## config.mk

```make
export PLATFORM = sky130hd
export DESIGN_NAME = dmem_arbiter
export DESIGN_NICKNAME = d
export VERILOG_FILES = /design/src/rtl/dmem_arb_pkg.sv /design/src/rtl/rr_arbiter2.sv /design/src/rtl/dmem_arbiter.sv
export SDC_FILE = /design/constraint.sdc
export NUM_CORES = 1
export LEC_CHECK = 0
export CAP_MARGIN = 5
export CORE_ASPECT_RATIO = 0.5
export CORE_MARGIN = 2
export CORE_UTILIZATION = 45
export DETAILED_ROUTE_END_ITERATION = 10
export DONT_BUFFER_PORTS = 1
export MAX_ROUTING_LAYER = met4
export PLACE_DENSITY = 0.72
export SYNTH_ARGS = -nofsm -noshare
export SYNTH_HDL_FRONTEND = slang
export SYNTH_SLANG_ARGS = --single-unit
```

## constraint.sdc

```tcl
create_clock -name clk -period 1.6 [get_ports clk]
set_input_delay 0.16 -clock clk [delete_from_list [all_inputs] [get_ports clk]]
set_output_delay 0.16 -clock clk [all_outputs]
set_load 0.02 [all_outputs]
```

## src/rtl/dmem_arb_pkg.sv

```systemverilog
// Shared types and constants for the two-port data-memory arbiter.
package dmem_arb_pkg;

    typedef enum logic [1:0] {
        IDLE   = 2'd0,
        ACCESS = 2'd1,
        RESP   = 2'd2
    } arb_state_t;

    localparam logic PORT0      = 1'b0;
    localparam logic PORT1      = 1'b1;
    localparam int   NUM_PORTS  = 2;
    localparam int   DEF_ADDR_W = 8;
    localparam int   DEF_DATA_W = 8;

endpackage

```

## src/rtl/rr_arbiter2.sv

```systemverilog
// Combinational 2-way grant: round-robin on a tie when RR != 0, else port 0 wins.
module rr_arbiter2
    import dmem_arb_pkg::*;
#(
    parameter int RR = 1
) (
    input  logic [1:0] req,
    input  logic       last_grant,
    output logic       valid,
    output logic       gnt
);

    always_comb begin
        valid = |req;
        gnt   = PORT0;
        if (req == 2'b11)
            gnt = (RR != 0) ? ~last_grant : PORT0;
        else if (req[1])
            gnt = PORT1;
    end

endmodule

```

## src/rtl/dmem_arbiter.sv

```systemverilog
// Shares one single-ported DataMemory between the MEM stage (port 0) and the
// loader/debug port (port 1); one registered command per 3-cycle transaction.
module dmem_arbiter
    import dmem_arb_pkg::*;
#(
    parameter int ADDR_W = DEF_ADDR_W,
    parameter int DATA_W = DEF_DATA_W,
    parameter int RR     = 1
) (
    input  logic              clk,
    input  logic              rst_n,
    input  logic              p0_req,
    input  logic              p0_we,
    input  logic [ADDR_W-1:0] p0_addr,
    input  logic [DATA_W-1:0] p0_wdata,
    output logic              p0_ack,
    output logic [DATA_W-1:0] p0_rdata,
    input  logic              p1_req,
    input  logic              p1_we,
    input  logic [ADDR_W-1:0] p1_addr,
    input  logic [DATA_W-1:0] p1_wdata,
    output logic              p1_ack,
    output logic [DATA_W-1:0] p1_rdata,
    output logic [ADDR_W-1:0] mem_address,
    output logic [DATA_W-1:0] mem_write_data,
    output logic              mem_read_write,
    input  logic [DATA_W-1:0] mem_read_data
);

    typedef struct packed {
        logic              we;
        logic [ADDR_W-1:0] addr;
        logic [DATA_W-1:0] wdata;
    } cmd_t;

    arb_state_t                         state, state_nx;
    cmd_t                               cmd, p0_cmd, p1_cmd;
    logic                               grant, last_grant;
    logic                               win_valid, win;
    logic [NUM_PORTS-1:0]               req;
    logic [NUM_PORTS-1:0][DATA_W-1:0]   rdata_q;

    assign req    = {p1_req, p0_req};
    assign p0_cmd = '{we: p0_we, addr: p0_addr, wdata: p0_wdata};
    assign p1_cmd = '{we: p1_we, addr: p1_addr, wdata: p1_wdata};

    rr_arbiter2 #(.RR(RR)) u_arb (
        .req        (req),
        .last_grant (last_grant),
        .valid      (win_valid),
        .gnt        (win)
    );

    always_ff @(posedge clk or negedge rst_n) begin
        if (!rst_n)
            state <= IDLE;
        else
            state <= state_nx;
    end

    // Requests are only looked at in IDLE, so a req still high across the
    // RESP->IDLE edge is never double-counted.
    always_comb begin
        state_nx = state;
        case (state)
            IDLE:    if (win_valid) state_nx = ACCESS;
            ACCESS:  state_nx = RESP;
            RESP:    state_nx = IDLE;
            default: state_nx = IDLE;
        endcase
    end

    always_ff @(posedge clk or negedge rst_n) begin
        if (!rst_n) begin
            cmd        <= '0;
            grant      <= PORT0;
            last_grant <= PORT1;
            rdata_q    <= '0;
        end else begin
            case (state)
                IDLE: if (win_valid) begin
                    cmd   <= (win == PORT1) ? p1_cmd : p0_cmd;
                    grant <= win;
                end
                ACCESS: if (!cmd.we) rdata_q[grant] <= mem_read_data;
                RESP:   last_grant <= grant;
                default: ;
            endcase
        end
    end

    // The bus address/data simply reflect the command register, so they hold
    // the last command outside ACCESS; only the write strobe is state-gated.
    assign mem_address    = cmd.addr;
    assign mem_write_data = cmd.wdata;
    assign mem_read_write = (state == ACCESS) && cmd.we;

    assign p0_ack   = (state == RESP) && (grant == PORT0);
    assign p1_ack   = (state == RESP) && (grant == PORT1);
    assign p0_rdata = rdata_q[PORT0];
    assign p1_rdata = rdata_q[PORT1];

endmodule

```

==> results.md <==
- Post-synth top cells: 36 x dfrtp_1, 32 x mux2_2, 18 x mux2_4
- Sw Share: 38.6%
- VDD IR-drop max: 0.802 mV
- Final non-filler cell area: 0.00194 sq mm
- Sequential fraction of design power: 55.5%
- Die width: 94.3 um
- #FFs+latches synth: 37
- Finished Layout Cells: 170
- Switching pwr: 1.59 mW
- Hold path endpoint: p1_rdata[6]$_DFFE_PN0P_
- Top Layer Used: met3
- Largest net degree at the start of global routing: 38
- GPL Wtd Cong: 0.631
- Cell-internal power: 2.53 mW
- Hold Violations, Final: 0
- Synth top area share: 49.1%
- Yosys top cell by area: dfrtp_1
- H-tree depth: 2
- Ant diodes: 0
- Inst Count DP: 162
- Setup CP Type: register to register
- Worst R2R Setup Slack: 0.05 ns
- Full die area: 0.00463 sq mm
- Reg2Reg Launch Point: last_grant$_DFFE_PN1N_
- Slowest stage delay, CP: 0.53 ns
- Fraction of layout cells with a size suffix above 1: 59.5%
- CP cell instances: a21bo_1, buf_6, mux2_4, mux2_4
- Initial antenna violation count: 0
- Avg Synthesized Cell Area: 15.4 sq um
- Pre-antenna DRT Iters: 3
- Final #Nets: 163
- Drt total wl: 2810 um
- Clk Latency, worst-skew pair: 0.28 ns
- Clock transition at path regs: 0.07 ns
- R2R depth: 4
- CTS Root Cell: clkbuf_8
- Final Core Density: 49.6%
- Synthesized area: 0.00183 sq mm
- P per Cell Area: 2130 mW/mm^2
- Ys Warns: 0
- Clock skew: 0.00399 ns
- Rel. slew slack: 72.3%
- Hold slack: 0.0273 ns
- Total negative slack: 0 ns
- CTS tree: yes
- Met3 wire len: 275 um
- # IOs: 81
- Final setup viols: 0
- Clock Sinks: 37
- CP max-delay cell: dfstp_2
- Detailed placer's ending HPWL: 2130 um
- Most frequent cell after synthesis: dfrtp_1
- Die H: 49.1 um
- Req. time, crit path: 1.76 ns
- Overall Power: 4.12 mW
- Area grow syn2layout: 5.73%
- CP Data Arrival Time: 1.71 ns
- Post-synthesis sequential area ratio: 50.6%
- Max Root-Sink Buffers: 2
- WL met2: 1480 um
- Inserted Clock Buffers: 5
- Min-delay worst type: input pin to register
- Wire length of the first global-routing pass: 4420 um
- Remaining routing DRC violations: 0
- 1st-iter DRT viols: 12
- Vias in the first global route: 893
- Leakage: 0.868 nW
- Post-synth top flop: dfrtp_1
- WL/cell: 16.5 um
- Area contributors post-synth: dfrtp_1 49%, mux2_2 20%, mux2_4 15%, buf_4 7.0%, nor3b_4 2.0%
- Final cycle utilization of the critical path: 96.8%
- Startpoint types: register
- Placed inst area: 0.00183 sq mm
- Dpl ws: 0.0573 ns
- Unique cell type count in the Yosys netlist: 17
- Status: finished, final reports clean
- RSZ-0062 raised after global routing: false
- Grt total ovfl: 0
- Hold depth: 1
- Critical-path maximum fanout: 10
- Mapped Cells: 119
- Final min period: 1.55 ns
- Syn nets: 165
- Worst setup margin: 0.0509 ns
- Row count: 16
- Reg2Reg Capture Point: mem_write_data[5]$_DFFE_PN0P_
- Starting Density: 47.0%
- CP most frequent cell: mux2_4
- Max Cap Viol: 0
- Combinational cell fraction of total power: 30.5%
- Slew Viols, Final: 0
- Port bufs: 0
- Number of flops mapped to enable cells by yosys: 0
- Achievable clock frequency: 0.646 GHz
- Tot GR Track Use: 13.1%
- Critical Path End Type: register
- Worst-Margin Slew: 0.414 ns
- Core Area: 0.00390 sq mm
- Hold Crit Start: mem_read_data[6]
- Post-route antenna net violation count: 0
- Async S/R FF share, synth: 100%
- Routed vias: 880
- M1 WL: 1050 um
- Clock Power Share: 14.0%
- Drt via density: 5.18
## how the worst max path moves through the flow
stage,start,to,depth (start not counted)
final,last_grant$_DFFE_PN1N_,mem_write_data[5]$_DFFE_PN0P_,4
after global routing,last_grant$_DFFE_PN1N_,mem_address[2]$_DFFE_PN0P_,4
after CTS,last_grant$_DFFE_PN1N_,mem_address[6]$_DFFE_PN0P_,4
after detailed placement,last_grant$_DFFE_PN1N_,mem_write_data[5]$_DFFE_PN0P_,4
after global placement,last_grant$_DFFE_PN1N_,mem_address[0]$_DFFE_PN0P_,4
after floorplan,last_grant$_DFFE_PN1N_,mem_address[0]$_DFFE_PN0P_,5
## power by group through the flow
stage | Clock [mW] | Combinational, mW | Sequential (mW)
floorplan | 0 | 1.61 | 1.93
finish | 0.577 | 1.26 | 2.29
global route | 0.643 | 1.36 | 2.36
detailed placement | 0 | 1.26 | 2.32
CTS | 0.609 | 1.28 | 2.30
global placement | 0 | 1.21 | 2.29
## critical path, delay by kind of cell (launching register included)
family                 cells  cell delay (ns)
AO/OA/AOI/OAI              1             0.15
multiplexers               2             0.57
flip-flops                 1             0.53
buffers and inverters      1             0.18
## sequential cells by signal, summed over array words and instances, names as in the netlist
signal,count
mem_address,8
mem_write_data,8
p0_rdata,8
p1_rdata,8
state,2
cmd,1
grant,1
last_grant,1
## cell families after synthesis
family                 count (synthesis)  synth area share, %
AO/OA/AOI/OAI                          2                0.956
multiplexers                          51                 34.9
flip-flops                            37                 50.6
AND/OR/NAND/NOR                        9                 4.64
buffers and inverters                 20                 8.87
## area by class of cell
type,count,area (sq um)
fillers,332,1970
clock inverters,1,5.00
repair buffers,10,123
well taps,54,67.6
inverters,1,3.75
flip-flops and latches,37,927
clock buffers,5,68.8
multi-input cells,62,743
## cells in the final DEF, fill, tap and decap left out, drive strengths merged
cell         synthesis  routed
and2                 1       1
and2b                1       1
dfstp                1       1
inv                  1       1
buf                 19       9
nor3b                2       2
nand2b               1       1
mux2i                1       1
a21o                 1       1
nor2                 3       3
a21bo                1       1
clkinv               0       1
dlygate4sd3          0       1
dfrtp               36      36
nor3                 1       1
clkbuf               0       5
mux2                50      50
## timing repair
item | in CTS | in global routing
hold endpoints to repair | 37 | 0
resized for setup | 0 | 2
setup buffers | 0 | 0
hold buffers | 2 | 0
endpoints found under the setup margin | 0 | 1
## layer usage
metal	vias up	track usage (%)
li1	389	-
met3	0	5.41
met5	-	-
met1	453	14.5
met2	38	21.7
met4	0	4.35
Power figures use the tool's default switching activity.
